## config.mk

```make
export PLATFORM = sky130hd
export DESIGN_NAME = cp0_fwd_pipe_flat
export DESIGN_NICKNAME = d
export VERILOG_FILES = /design/src/rtl/cp0_pkg.sv /design/src/rtl/cp0_fwd_pipe_if.sv /design/src/rtl/cp0_fwd_stage.sv /design/src/rtl/cp0_fwd_pipe.sv /design/src/flat_wrapper.sv
export SDC_FILE = /design/constraint.sdc
export NUM_CORES = 1
export LEC_CHECK = 0
export CORE_MARGIN = 2
export CORE_UTILIZATION = 55
export DETAILED_ROUTE_END_ITERATION = 12
export DONT_BUFFER_PORTS = 1
export PLACE_DENSITY_LB_ADDON = 0.1
export SYNTH_ARGS = -nofsm -noshare
export SYNTH_HDL_FRONTEND = slang
export SYNTH_HIERARCHICAL = 1
export SYNTH_SLANG_ARGS = --single-unit
```

## constraint.sdc

```tcl
create_clock -name clk -period 5.15 [get_ports clk]
set_clock_uncertainty 0.15 [all_clocks]
set_input_delay 1.03 -clock clk [delete_from_list [all_inputs] [get_ports clk]]
set_output_delay 1.03 -clock clk [all_outputs]
set_load 0.005 [all_outputs]
```

## src/rtl/cp0_pkg.sv

```systemverilog
// Shared CP0 constants and the in-flight entry tag used by the forwarding pipe.
// Entry data travels beside the tag so its width can follow the DATA_W parameter.
package cp0_pkg;

  typedef logic [4:0] cp0_addr_t;

  localparam cp0_addr_t CP0_STATUS = 5'd12;
  localparam cp0_addr_t CP0_CAUSE  = 5'd13;
  localparam cp0_addr_t CP0_EPC    = 5'd14;
  localparam cp0_addr_t CP0_EBASE  = 5'd15;

  localparam logic [31:0] CP0_STATUS_RST   = 32'h0040_0000;
  localparam logic [31:0] CP0_EBASE_RST    = 32'h8000_0000;
  localparam logic [31:0] CP0_STATUS_WMASK = 32'h0000_FF13;
  localparam logic [31:0] CP0_CAUSE_WMASK  = 32'h0000_0300;

  typedef struct packed {
    logic      valid;
    cp0_addr_t addr;
  } cp0_tag_t;

  function automatic logic cp0_is_owned(input cp0_addr_t a);
    return (a == CP0_STATUS) || (a == CP0_CAUSE) || (a == CP0_EPC) || (a == CP0_EBASE);
  endfunction

endpackage

```

## src/rtl/cp0_fwd_pipe_if.sv

```systemverilog
// EX-side MTC0/MFC0 bus between the execute stage (master) and the CP0 forwarding pipe (slave).
interface cp0_fwd_pipe_if
  import cp0_pkg::*;
#(
  parameter int DATA_W = 32
);

  logic              advance;
  logic              flush;
  logic              ex_we;
  cp0_addr_t         ex_waddr;
  logic [DATA_W-1:0] ex_wdata;
  cp0_addr_t         rd_addr;
  logic [DATA_W-1:0] rd_ext_data;
  logic [DATA_W-1:0] rd_data;

  modport master (
    output advance, flush, ex_we, ex_waddr, ex_wdata, rd_addr, rd_ext_data,
    input  rd_data
  );

  modport slave (
    input  advance, flush, ex_we, ex_waddr, ex_wdata, rd_addr, rd_ext_data,
    output rd_data
  );

endinterface

```

## src/rtl/cp0_fwd_stage.sv

```systemverilog
// One in-flight MTC0 slot: a kill drops the entry, otherwise it loads on advance and holds on stall.
module cp0_fwd_stage
  import cp0_pkg::*;
#(
  parameter int DATA_W = 32
) (
  input  logic              clk,
  input  logic              rst_n,
  input  logic              advance,
  input  logic              clear,
  input  cp0_tag_t          in_tag,
  input  logic [DATA_W-1:0] in_data,
  output cp0_tag_t          out_tag,
  output logic [DATA_W-1:0] out_data
);

  always_ff @(posedge clk or negedge rst_n) begin
    if (!rst_n) begin
      out_tag  <= '0;
      out_data <= '0;
    end else if (clear) begin
      out_tag.valid <= 1'b0;
    end else if (advance) begin
      out_tag  <= in_tag;
      out_data <= in_data;
    end
  end

endmodule

```

## src/rtl/cp0_fwd_pipe.sv

```systemverilog
// CP0 forwarding pipeline: arch Status/Cause/EPC/EBase, DEPTH in-flight MTC0 slots,
// youngest-first forwarding to EX and masked software writes.
module cp0_fwd_pipe
  import cp0_pkg::*;
#(
  parameter int                DATA_W       = 32,
  parameter int                DEPTH        = 2,
  parameter logic [DATA_W-1:0] STATUS_RST   = CP0_STATUS_RST,
  parameter logic [DATA_W-1:0] EBASE_RST    = CP0_EBASE_RST,
  parameter logic [DATA_W-1:0] STATUS_WMASK = CP0_STATUS_WMASK,
  parameter logic [DATA_W-1:0] CAUSE_WMASK  = CP0_CAUSE_WMASK
) (
  input  logic              clk,
  input  logic              rst_n,
  cp0_fwd_pipe_if.slave     bus,
  input  logic              exc_valid,
  input  logic [DATA_W-1:0] exc_epc,
  input  logic [DATA_W-1:0] exc_cause,
  input  logic [DATA_W-1:0] exc_status,
  output logic [DATA_W-1:0] status_o,
  output logic [DATA_W-1:0] cause_o,
  output logic [DATA_W-1:0] epc_o,
  output logic [DATA_W-1:0] ebase_o,
  output logic [2:0]        pending_o
);

  logic [DATA_W-1:0] arch_status;
  logic [DATA_W-1:0] arch_cause;
  logic [DATA_W-1:0] arch_epc;
  logic [DATA_W-1:0] arch_ebase;

  cp0_tag_t          tag_s  [DEPTH];
  logic [DATA_W-1:0] data_s [DEPTH];

  cp0_tag_t          cap_tag;
  logic [DATA_W-1:0] merged;
  logic [DATA_W-1:0] rd_fwd;
  logic              kill;

  // An exception always squashes the younger in-flight writes, even if flush was not raised.
  assign kill    = bus.flush | exc_valid;
  assign cap_tag = '{valid: bus.ex_we, addr: bus.ex_waddr};

  for (genvar g = 0; g < DEPTH; g++) begin : g_stage
    cp0_tag_t          in_tag;
    logic [DATA_W-1:0] in_data;

    if (g == 0) begin : g_head
      assign in_tag  = cap_tag;
      assign in_data = merged;
    end else begin : g_body
      assign in_tag  = tag_s[g-1];
      assign in_data = data_s[g-1];
    end

    cp0_fwd_stage #(.DATA_W(DATA_W)) u_stage (
      .clk      (clk),
      .rst_n    (rst_n),
      .advance  (bus.advance),
      .clear    (kill),
      .in_tag   (in_tag),
      .in_data  (in_data),
      .out_tag  (tag_s[g]),
      .out_data (data_s[g])
    );
  end

  // Oldest-to-youngest scan so the lowest-index match overrides everything behind it.
  always_comb begin
    status_o = arch_status;
    cause_o  = arch_cause;
    epc_o    = arch_epc;
    ebase_o  = arch_ebase;
    unique case (bus.rd_addr)
      CP0_STATUS: rd_fwd = arch_status;
      CP0_CAUSE:  rd_fwd = arch_cause;
      CP0_EPC:    rd_fwd = arch_epc;
      CP0_EBASE:  rd_fwd = arch_ebase;
      default:    rd_fwd = bus.rd_ext_data;
    endcase
    for (int i = DEPTH - 1; i >= 0; i--) begin
      if (tag_s[i].valid) begin
        if (tag_s[i].addr == bus.rd_addr) rd_fwd   = data_s[i];
        if (tag_s[i].addr == CP0_STATUS)  status_o = data_s[i];
        if (tag_s[i].addr == CP0_CAUSE)   cause_o  = data_s[i];
        if (tag_s[i].addr == CP0_EPC)     epc_o    = data_s[i];
        if (tag_s[i].addr == CP0_EBASE)   ebase_o  = data_s[i];
      end
    end
  end

  assign bus.rd_data = rd_fwd;

  // Read-only bits come from the forwarded value so back-to-back MTC0s stack correctly.
  always_comb begin
    unique case (bus.ex_waddr)
      CP0_STATUS: merged = (status_o & ~STATUS_WMASK) | (bus.ex_wdata & STATUS_WMASK);
      CP0_CAUSE:  merged = (cause_o  & ~CAUSE_WMASK)  | (bus.ex_wdata & CAUSE_WMASK);
      default:    merged = bus.ex_wdata;
    endcase
  end

  always_comb begin
    pending_o = '0;
    for (int i = 0; i < DEPTH; i++) begin
      pending_o = pending_o + {2'b00, tag_s[i].valid};
    end
  end

  // Exception writes come after the commit so they win on Status/Cause/EPC; EBase commits untouched.
  always_ff @(posedge clk or negedge rst_n) begin
    if (!rst_n) begin
      arch_status <= STATUS_RST;
      arch_cause  <= '0;
      arch_epc    <= '0;
      arch_ebase  <= EBASE_RST;
    end else begin
      if (bus.advance && tag_s[DEPTH-1].valid) begin
        unique case (tag_s[DEPTH-1].addr)
          CP0_STATUS: arch_status <= data_s[DEPTH-1];
          CP0_CAUSE:  arch_cause  <= data_s[DEPTH-1];
          CP0_EPC:    arch_epc    <= data_s[DEPTH-1];
          CP0_EBASE:  arch_ebase  <= data_s[DEPTH-1];
          default:    ;
        endcase
      end
      if (exc_valid) begin
        arch_status <= exc_status;
        arch_cause  <= exc_cause;
        arch_epc    <= exc_epc;
      end
    end
  end

endmodule

```

## src/flat_wrapper.sv

```systemverilog
// flat-port wrapper written by rule: the top's interface ports become plain ports
module cp0_fwd_pipe_flat import cp0_pkg::*;
#(
  parameter int                DATA_W       = 32,
  parameter int                DEPTH        = 2,
  parameter logic [DATA_W-1:0] STATUS_RST   = CP0_STATUS_RST,
  parameter logic [DATA_W-1:0] EBASE_RST    = CP0_EBASE_RST,
  parameter logic [DATA_W-1:0] STATUS_WMASK = CP0_STATUS_WMASK,
  parameter logic [DATA_W-1:0] CAUSE_WMASK  = CP0_CAUSE_WMASK
)
  (clk, rst_n, exc_valid, exc_epc, exc_cause, exc_status, status_o, cause_o, epc_o, ebase_o, pending_o, bus_advance, bus_flush, bus_ex_we, bus_ex_waddr, bus_ex_wdata, bus_rd_addr, bus_rd_ext_data, bus_rd_data);
  cp0_fwd_pipe_if #(.DATA_W(DATA_W)) bus_i ();
  input  logic clk;
  input  logic rst_n;
  input  logic exc_valid;
  input  logic [DATA_W-1:0] exc_epc;
  input  logic [DATA_W-1:0] exc_cause;
  input  logic [DATA_W-1:0] exc_status;
  output logic [DATA_W-1:0] status_o;
  output logic [DATA_W-1:0] cause_o;
  output logic [DATA_W-1:0] epc_o;
  output logic [DATA_W-1:0] ebase_o;
  output logic [2:0] pending_o;
  input wire logic [$bits(bus_i.advance)-1:0] bus_advance;
  input wire logic [$bits(bus_i.flush)-1:0] bus_flush;
  input wire logic [$bits(bus_i.ex_we)-1:0] bus_ex_we;
  input wire logic [$bits(bus_i.ex_waddr)-1:0] bus_ex_waddr;
  input wire logic [$bits(bus_i.ex_wdata)-1:0] bus_ex_wdata;
  input wire logic [$bits(bus_i.rd_addr)-1:0] bus_rd_addr;
  input wire logic [$bits(bus_i.rd_ext_data)-1:0] bus_rd_ext_data;
  output wire logic [$bits(bus_i.rd_data)-1:0] bus_rd_data;
  assign bus_i.advance = bus_advance;
  assign bus_i.flush = bus_flush;
  assign bus_i.ex_we = bus_ex_we;
  assign bus_i.ex_waddr = bus_ex_waddr;
  assign bus_i.ex_wdata = bus_ex_wdata;
  assign bus_i.rd_addr = bus_rd_addr;
  assign bus_i.rd_ext_data = bus_rd_ext_data;
  assign bus_rd_data = bus_i.rd_data;
  cp0_fwd_pipe #(.DATA_W(DATA_W), .DEPTH(DEPTH), .STATUS_RST(STATUS_RST), .EBASE_RST(EBASE_RST), .STATUS_WMASK(STATUS_WMASK), .CAUSE_WMASK(CAUSE_WMASK)) u_core (.clk(clk), .rst_n(rst_n), .bus(bus_i), .exc_valid(exc_valid), .exc_epc(exc_epc), .exc_cause(exc_cause), .exc_status(exc_status), .status_o(status_o), .cause_o(cause_o), .epc_o(epc_o), .ebase_o(ebase_o), .pending_o(pending_o));
endmodule
```

==> results.md, run 1 <==
- Status: complete, no violations
- Seq pwr share: 0.510
- Dpl cell area: 0.0138 mm²
- Final Power: 4.51 mW
- Drt first pass iters: 5
- Worst Setup SP: u_core/g_stage[1].u_stage/out_tag[4]$_DFFE_PN0P_
- DR vias: 12100
- Setup Fix Bufs, Post-CTS: 0
- Fillers: 2317
- Worst slew pin tran: 1040 ps
- Initial Util: 0.559
- Worst path required time: 3970 ps
- Final hold vios: 0
- Fin crit share: 0.826
- Number of flops mapped to enable cells by yosys: 0
- Grt ovf: 0
- Syn. warnings: 6
- Die X: 164 µm
- Final instance area: 0.0144 mm²
- Static leakage: 7.01 nW
- CTS Sinks: 204
- Crit-path max FO: 17
- Largest net degree at the start of global routing: 205
- Sequential area share after synthesis: 0.364
- Final-report setup violation count: 0
- Die ar.: 0.0268 mm²
- Fraction of registers with async set/reset: 1.00
- CTS tree: yes
- DP HPWL: 31100 µm
- Met2 Usage GRT: 0.575
- Syn_area_per_cell: 8.93 µm²
- Setup crit end kind: output pin
- Int Pwr: 3.08 mW
- Routability Congestion: 0.876
- Netlist cell types: 43
- CTS buffer count: 23
- Sw frac: 0.317
- Root Buffer: clkbuf_16
- Worst EP arrival: 3070 ps
- Core Footprint: 0.0251 mm²
- Wirelength per Cell: 27.8 µm
- Most frequent cell after synthesis: nand2_1
- Layer with the highest usage: met2
- Drc violations: 0
- Power density over the cells: 312 mW/mm²
- Met1 Resource Use GR: 0.468
- Num rows: 58
- Vias in the first global route: 11600
- Area grow syn2layout: 2.84%
- Final wirelength: 50000 µm
- Synth Cell Area: 0.0140 mm²
- Clk slew on worst S/H paths: 60 ps
- Detailed-route vias per instance: 6.73
- Clock Latency Late Sink: 520 ps
- Leading area contributor after synthesis: dfrtp_1
- Worst ir drop on vdd: 0.220 mV
- Clock Path Buffers: 3
- Post-synthesis register bit count: 204
- DR iter-0 viols: 1207
- Slew Viols, Final: 0
- H-tree depth: 1
- Top Ports: 339
- Sw Pwr: 1.43 mW
- Cells after Synth: 1573
- DRT antenna net count: 0
- Max_slew headroom: 0.307
- Min-delay worst type: in2async
- Fmax: 0.235 GHz
- Top_reg_cell synth: dfrtp_1
- Clock Power Share: 0.345
- Final min period: 4250 ps
- # port buffers: 0
- Initial antenna violation count: 3
- Worst R2R Start: u_core/g_stage[1].u_stage/out_tag[4]$_DFFE_PN0P_
- CP Launch Type: flip-flop
- Post-synth top cells: nand2_1 (312), o21ai_0 (232), dfrtp_1 (202)
- Critical path class: reg2out
- Top-area cell type share of the netlist area: 0.360
- Syn Nets: 1750
- # nets final: 1629
- Register area: 0.00511 mm²
- Global Route met3 Usage: 0.0924
- Overall Global Routing Usage: 0.360
- Combinational share of power: 0.145
- Post-CTS Resized: 0
- MaxCap Viol Count: 0
- Synth top area cells: dfrtp_1 (36%), mux2i_1 (12%), nand2_1 (8.3%), o21ai_0 (8.3%), mux2_2 (6.9%)
- Layout cells sized above 1: 0.164
- RSZ-0062 raised after global routing: false
- Cts hold-fix bufs: 0
- Post-route setup TNS: 0 ps
- Multi-input gate area: 0.00804 mm²
- First-pass GRT wire length: 73100 µm
- Die height: 164 µm
cells in the final DEF (no fill, tap or decap), types with 3 or more instances in the layout:
cell type / count
o21ai_0: 232
nor2b_4: 3
mux2_2: 86
nand2_1: 310
nor3_2: 3
clkinv_2: 4
buf_4: 20
o21ai_1: 23
diode_2: 3
clkbuf_8: 4
a22oi_1: 31
a31oi_1: 23
nand4_1: 3
xor2_1: 8
a221o_1: 21
nand2_2: 4
mux2_4: 60
a21oi_1: 82
a211oi_1: 52
nor2_2: 17
nand3_1: 3
clkbuf_1: 7
dfrtp_1: 202
clkbuf_16: 23
nor2_1: 52
mux2i_1: 162
per-stage QoR:
stage                     cells   util  hold WS (ps)  worst slack (ps)
final                      1799  0.575          70.9               897
after global routing       1799  0.575          50.5               781
after CTS                  1796  0.575          52.4               886
after detailed placement   1757  0.548           368              1110
after global placement     1757  0.548           357              1130
after floorplan            1573      -           325              1690
state kept, by name (all words and copies together) (netlist names):
| register | flops |
|---|---|
| u_core/arch_status | 32 |
| u_core/arch_cause | 32 |
| u_core/arch_ebase | 32 |
| u_core/g_stage.u_stage/out_data | 64 |
| u_core/g_stage.u_stage/out_tag | 12 |
| u_core/arch_epc | 32 |
power by group through the flow:
stage | sequential, mW | clock [mW] | combinational [mW]
after floorplan | 2.01 | 0 | 0.768
after global placement | 2.30 | 0 | 0.630
after detailed placement | 2.31 | 0 | 0.646
after CTS | 2.28 | 1.57 | 0.648
after global routing | 2.34 | 1.64 | 0.705
final | 2.30 | 1.56 | 0.654
worst max-delay path: stages, from the launching register on:
cell and delay [ps]:
dfrtp_1 410, and4b_1 480, nand3_2 550, buf_4 480, mux2i_1 160, o21ai_0 460
area by class of cell:
cell class / instances / area share
multi-input cells: 1201 / 0.557
clock buffers: 34 / 0.0455
repair buffers: 22 / 0.0132
clock inverters: 5 / 0.00199
well taps: 330 / 0.0286
diodes: 3 / 0.000520
flip-flops and latches: 204 / 0.354
cell families after synthesis:
kind of cell / synth area share
AO/OA/AOI/OAI: 0.190
adder cells (fa/ha/maj): 0.000890
multiplexers: 0.250
flip-flops: 0.364
other: 0.000267
XOR/XNOR: 0.00623
AND/OR/NAND/NOR: 0.121
buffers and inverters: 0.0679
per-layer routing:
metal | part of all wire | vias to the layer above | wire length (µm)
met2 | 0.46 | 718 | 23100
met3 | 0.11 | 118 | 5400
met1 | 0.39 | 5939 | 19700
met5 | 0 | - | 0
li1 | - | 5339 | -
met4 | 0.036 | 0 | 1820
worst paths after layout:
check	to	slack (ps)	cells past startpoint
setup / recovery	ebase_o[0]	900	5
hold / removal	u_core/g_stage[0].u_stage/out_data[8]$_DFFE_PN0P_	70	0
setup reg to reg	u_core/arch_cause[29]$_DFFE_PN0P_	1800	6
hold reg to reg	u_core/arch_ebase[11]$_DFFE_PN0P_	380	1
max in group asynchronous	u_core/arch_status[22]$_DFFE_PN1P_	4380	0
min in group clk	u_core/arch_ebase[11]$_DFFE_PN0P_	380	1
Power figures use the tool's default switching activity.
==> inputs of run 2 (changes only) <==
==> constraint.sdc (replaced) <==
create_clock -name clk -period 3.8 [get_ports clk]
set_clock_uncertainty 0.15 [all_clocks]
set_input_delay 0.76 -clock clk [delete_from_list [all_inputs] [get_ports clk]]
set_output_delay 0.76 -clock clk [all_outputs]
set_load 0.005 [all_outputs]
==> run 2 against run 1 <==
  * The flow now finishes with violations (negative hold slack)
  * Register-to-register slack lost 1000 ps
  * Non-clock buffer count grew 14
  * Count of clock-buffer cells in the layout grew 7
  * Utilization grew 1.3 points
  * Final area grew 2.2%
  * Total power grew 43%
  * Sequential share of layout area shrank 0.77 points
  * Critical path depth shrank 2
  * Hold slack lost 280 ps
  * Cell count grew 1.1%
  * Setup slack lost 790 ps
  * Routed wire length shrank 0.16%
  * Critical endpoint is now status_o[10]
==> results.md, run 2 (synthesized netlist as in run 1, its figures left out) <==
- Status: finished with violations
- Failing checks: negative hold slack
- CTS Sinks: 204
- Fmax: 0.271 GHz
- Final hold vios: 202
- DRT antenna net count: 0
- DR iter-0 viols: 1151
- Initial Util: 0.559
- Clock Latency Late Sink: 520 ps
- Final Util: 0.588
- Drt first pass iters: 6
- Detailed-route vias per instance: 6.72
- Worst R2R Start: u_core/g_stage[0].u_stage/out_tag[0]$_DFFE_PN0P_
- CTS tree: yes
- # port buffers: 0
- CTS buffer count: 24
- Final wirelength: 49900 µm
- Final Non-Filler Cells: 1819
- Clk slew on worst S/H paths: 60 ps
- RSZ-0062 raised after global routing: false
- Grt ovf: 0
- Die X: 164 µm
- Routability Congestion: 0.876
- Layout cells sized above 1: 0.176
- Commonest non-fill, non-tap cell in the layout: nand2_1
- Power density over the cells: 436 mW/mm²
- First-pass GRT wire length: 73600 µm
- Fin crit share: 0.971
- Drc violations: 0
- Clock Path Buffers: 3
- DR vias: 12200
- Hold WS: -208 ps
- Critical path class: reg2out
- Crit Reg-Reg Endpoint: u_core/g_stage[0].u_stage/out_data[6]$_DFFE_PN0P_
- Initial antenna violation count: 4
- Setup crit end kind: output pin
- Die height: 164 µm
- Inst Count DP: 1771
- Root Buffer: clkbuf_16
- Top reg by flops: u_core/g_stage.u_stage/out_data
- Final-report setup violation count: 0
- Worst EP arrival: 2780 ps
- Core Footprint: 0.0251 mm²
- Max reg flops: 64
- Post-route setup TNS: 0 ps
- Most frequent cells in the layout: nand2_1 (310), o21ai_0 (232), dfrtp_1 (202)
- MaxCap Viol Count: 0
- Area grow syn2layout: 5.13%
- Final min period: 3690 ps
- Top Ports: 339
- Wirelength per Cell: 27.4 µm
- Final Power: 6.44 mW
- Min-delay worst type: in2async
- Reg2Reg Setup Slack: 790 ps
- DP HPWL: 32000 µm
- Max_slew headroom: 0.190
- Worst path required time: 2890 ps
- Overall Global Routing Usage: 0.363
- Static leakage: 7.18 nW
- Largest net degree at the start of global routing: 205
- Num rows: 58
- CP Launch Type: flip-flop
- Setup Fix Bufs, Post-CTS: 0
- Slew Viols, Final: 0
- H-tree depth: 1
- Die ar.: 0.0268 mm²
- Worst reg2reg path depth: 6
- # nets final: 1644
- Worst ir drop on vdd: 0.366 mV
- Worst slew pin tran: 1210 ps
- Crit-path max FO: 43
- Vias in the first global route: 11600
==> run 2: cell count changes in the layout (fill, tap and decap cells not counted) <==
cell,previous run,this run
buf_4,20,30
clkbuf_8,4,12
buf_12,2,6
clkbuf_1,7,4
clkbuf_16,23,25
clkinv_2,4,2
and3_2,2,1
and3_4,0,1
bufinv_16,0,1
diode_2,3,4
inv_6,1,0
==> run 2: where the power goes <==
| group | internal [mW] | switching, mW |
|---|---|---|
| combinational | 0.520 | 0.369 |
| clock | 1.50 | 0.930 |
| sequential | 2.47 | 0.650 |
==> run 2: per-layer routing <==
metal | part of all wire | track usage
met4 | 0.042 | 0.147
met2 | 0.45 | 0.573
met1 | 0.40 | 0.486
met3 | 0.11 | 0.0806
met5 | 0 | 0
==> run 2: repair_timing <==
action                                  4_1_cts  5_1_grt
endpoints found under the setup margin        0        1
gates resized for setup                       0        1
endpoints found under the hold margin       202      202
==> run 2: how the worst max path moves through the flow <==
stage	startpoint	endpoint	slack [ps]	cells after the start
2_1_floorplan	bus_rd_addr[1]	bus_rd_data[21]	880	7
3_3_place_gp	bus_rd_addr[2]	bus_rd_data[11]	420	6
3_5_place_dp	bus_rd_addr[2]	bus_rd_data[11]	400	6
4_1_cts	u_core/g_stage[0].u_stage/out_tag[0]$_DFFE_PN0P_	status_o[10]	150	3
5_1_grt	u_core/g_stage[0].u_stage/out_tag[0]$_DFFE_PN0P_	status_o[10]	40	3
6_report	u_core/g_stage[0].u_stage/out_tag[0]$_DFFE_PN0P_	status_o[10]	110	3
==> run 2: critical path: stages (launching register included) <==
cell      delay, ps
dfrtp_1         420
nand4b_1        310
or3_2           980
a31oi_1         520
==> run 2: layout make-up <==
cell class / count / area [µm²]
Clock inverter: 3 / 40.0
Fill cell: 2296 / 10300
Antenna cell: 4 / 10.0
Timing Repair Buffer: 36 / 345
Tap cell: 330 / 413
Sequential cell: 204 / 5110
Clock buffer: 41 / 806
Multi-Input combinational cell: 1201 / 8050
==> run 2: metrics by stage <==
step                setup slack, ps  area, µm²
global route                   35.0      14800
detailed placement              400      13900
finish                          110      14800
CTS                             153      14800
floorplan                       876      14000
global placement                425      13900
==> inputs of run 3 (changes only) <==
==> constraint.sdc (replaced) <==
create_clock -name clk -period 3.8 [get_ports clk]
set_clock_uncertainty 0.15 [all_clocks]
set_input_delay 0.19 -clock clk [delete_from_list [all_inputs] [get_ports clk]]
set_output_delay 0.19 -clock clk [all_outputs]
set_load 0.005 [all_outputs]
==> run 3 against run 2 <==
  * The run still ends with negative hold slack left
  * Count of clock-buffer cells in the layout down 8
  * Die area unchanged
  * First-iteration DRC count up 27%
  * Utilization up 5.1 points
  * Critical path depth up 2
  * Non-clock buffer count up 133
  * Sequential power about the same
  * Final area up 8.7%
  * Cell count up 7.1%
  * Combinational power up 18%
  * Largest power group unchanged
==> results.md, run 3 (synthesized netlist as in run 1, its figures left out) <==
- Final-report setup violation count: 0
- Fmax: 0.284 GHz
- CTS tree: yes
- Clock Latency Late Sink: 530 ps
- Drt first pass iters: 6
- Final hold vios: 204
- CP Launch Type: flip-flop
- Vias in the first global route: 12800
- Initial Util: 0.559
- Fillers: 2170
- # nets final: 1778
- DR iter-0 viols: 1458
- Layout cells sized above 1: 0.160
- Clock Path Buffers: 3
- Pre-CTS setup slack: 856 ps
- Worst EP arrival: 3180 ps
- Hold WS: -791 ps
- Min-delay worst type: in2async
- Commonest non-fill, non-tap cell in the layout: nand2_1
- Top reg by flops: u_core/g_stage.u_stage/out_data
- Setup crit end kind: output pin
- DRT antenna net count: 0
- Die X: 164 µm
- Clk slew on worst S/H paths: 60 ps
- Sw Pwr: 2.05 mW
- Num rows: 58
- Top layer in use: met4
- Worst slew pin tran: 1280 ps
- Drc violations: 0
- Met2 WL: 24600 µm
- Final Non-Filler Cells: 1948
- Met1 Wirelength: 20200 µm
- Overall Global Routing Usage: 0.382
- Dpl cell area: 0.0139 mm²
- Int Pwr: 4.46 mW
- Clock Power Share: 0.363
- Final wirelength: 53100 µm
- Most frequent cells in the layout: nand2_1 (310), o21ai_0 (232), dfrtp_1 (202)
- Critical path class: reg2out
- Routability Congestion: 0.884
- Met3 wire len: 5800 µm
- Root Buffer: clkbuf_16
- Wirelength per Cell: 27.3 µm
- Failing checks: negative hold slack
- Crit-path max FO: 17
- DP HPWL: 31900 µm
- Status: finished with violations
- Worst path required time: 3460 ps
- Static leakage: 7.72 nW
- Fin crit share: 0.926
- Max_slew headroom: 0.145
- Core Footprint: 0.0251 mm²
- Final min period: 3520 ps
- Power density over the cells: 406 mW/mm²
- Final instance area: 0.0161 mm²
- Post-CTS Resized: 0
- MaxCap Viol Count: 0
- CTS buffer count: 25
- Area grow syn2layout: 14.3%
- Max reg flops: 64
- Slew Viols, Final: 0
- Inst Count DP: 1766
- Initial antenna violation count: 1
- Worst ir drop on vdd: 0.286 mV
- Die height: 164 µm
- Cts hold-fix bufs: 138
- RSZ-0062 raised after global routing: false
- Detailed-route vias per instance: 6.69
- Sw frac: 0.315
- Combinational share of power: 0.161
- H-tree depth: 1
- DR vias: 13000
- CTS Sinks: 204
- Final Power: 6.52 mW
- Grt ovf: 0
- Final Util: 0.639
- # port buffers: 0
- Worst setup margin: 280 ps
- Post-route setup TNS: 0 ps
- Top Ports: 339
- Largest net degree at the start of global routing: 205
- First-pass GRT wire length: 77700 µm
- Seq pwr share: 0.476
- Die ar.: 0.0268 mm²
run 3: changes by cell type in the layout (fill, tap and decap cells not counted), moves of 2 or more:
cell | before | now
clkbuf_1 | 4 | 2
diode_2 | 4 | 1
clkinv_2 | 2 | 7
clkbuf_8 | 12 | 6
dlygate4sd3_1 | 0 | 137
clkinvlp_4 | 0 | 2
buf_4 | 30 | 26
run 3: power by group through the flow:
stage / clock network (mW) / registers [mW] / logic [mW]
global placement: 0 / 3.10 / 0.856
finish: 2.37 / 3.10 / 1.05
floorplan: 0 / 2.72 / 1.04
detailed placement: 0 / 3.11 / 0.881
CTS: 2.37 / 3.07 / 1.03
global route: 2.47 / 3.15 / 1.12
run 3: path summary, 6_finish.rpt:
path | start | endpoint | slack, ps | cells past startpoint
worst min-delay path | rst_n | u_core/arch_cause[8]$_DFFE_PN0P_ | -790 | 0
min in group clk | bus_advance | u_core/g_stage[0].u_stage/out_data[28]$_DFFE_PN0P_ | 30 | 2
worst min register to register | u_core/arch_ebase[2]$_DFFE_PN0P_ | u_core/arch_ebase[2]$_DFFE_PN0P_ | 380 | 1
worst max register to register | u_core/g_stage[0].u_stage/out_tag[0]$_DFFE_PN0P_ | u_core/g_stage[0].u_stage/out_data[6]$_DFFE_PN0P_ | 770 | 6
max in group asynchronous | rst_n | u_core/arch_status[22]$_DFFE_PN1P_ | 3910 | 0
worst max-delay path | u_core/g_stage[1].u_stage/out_tag[5]$_DFFE_PN0P_ | epc_o[0] | 280 | 5
run 3: routing by layer:
layer | global-route usage | vias to the layer above
met2 | 0.624 | 867
met1 | 0.475 | 6358
met4 | 0.177 | 0
met3 | 0.100 | 193
met5 | 0 | -
li1 | - | 5620
run 3: what timing repair did:
action                     4_1_cts  5_1_grt
buffers inserted                 0        0
hold endpoints to repair       339      204
setup endpoints to repair        0        0
run 3: final cells by class:
| cell class | count | area, µm² | share of cell area |
|---|---|---|---|
| clock buffer | 33 | 716 | 0.0446 |
| sequential | 204 | 5110 | 0.318 |
| multi-input combinational | 1201 | 8040 | 0.501 |
| antenna | 1 | 2.50 | 0.000156 |
| clock inverter | 10 | 80.1 | 0.00499 |
| tap | 330 | 413 | 0.0257 |
| timing repair buffer | 169 | 1690 | 0.106 |
run 3: worst max-delay path: stages, from the launching register on:
cell and delay, ps:
dfrtp_1 450, and4b_1 420, nand3b_1 630, buf_4 510, mux2i_1 160, o21ai_0 450
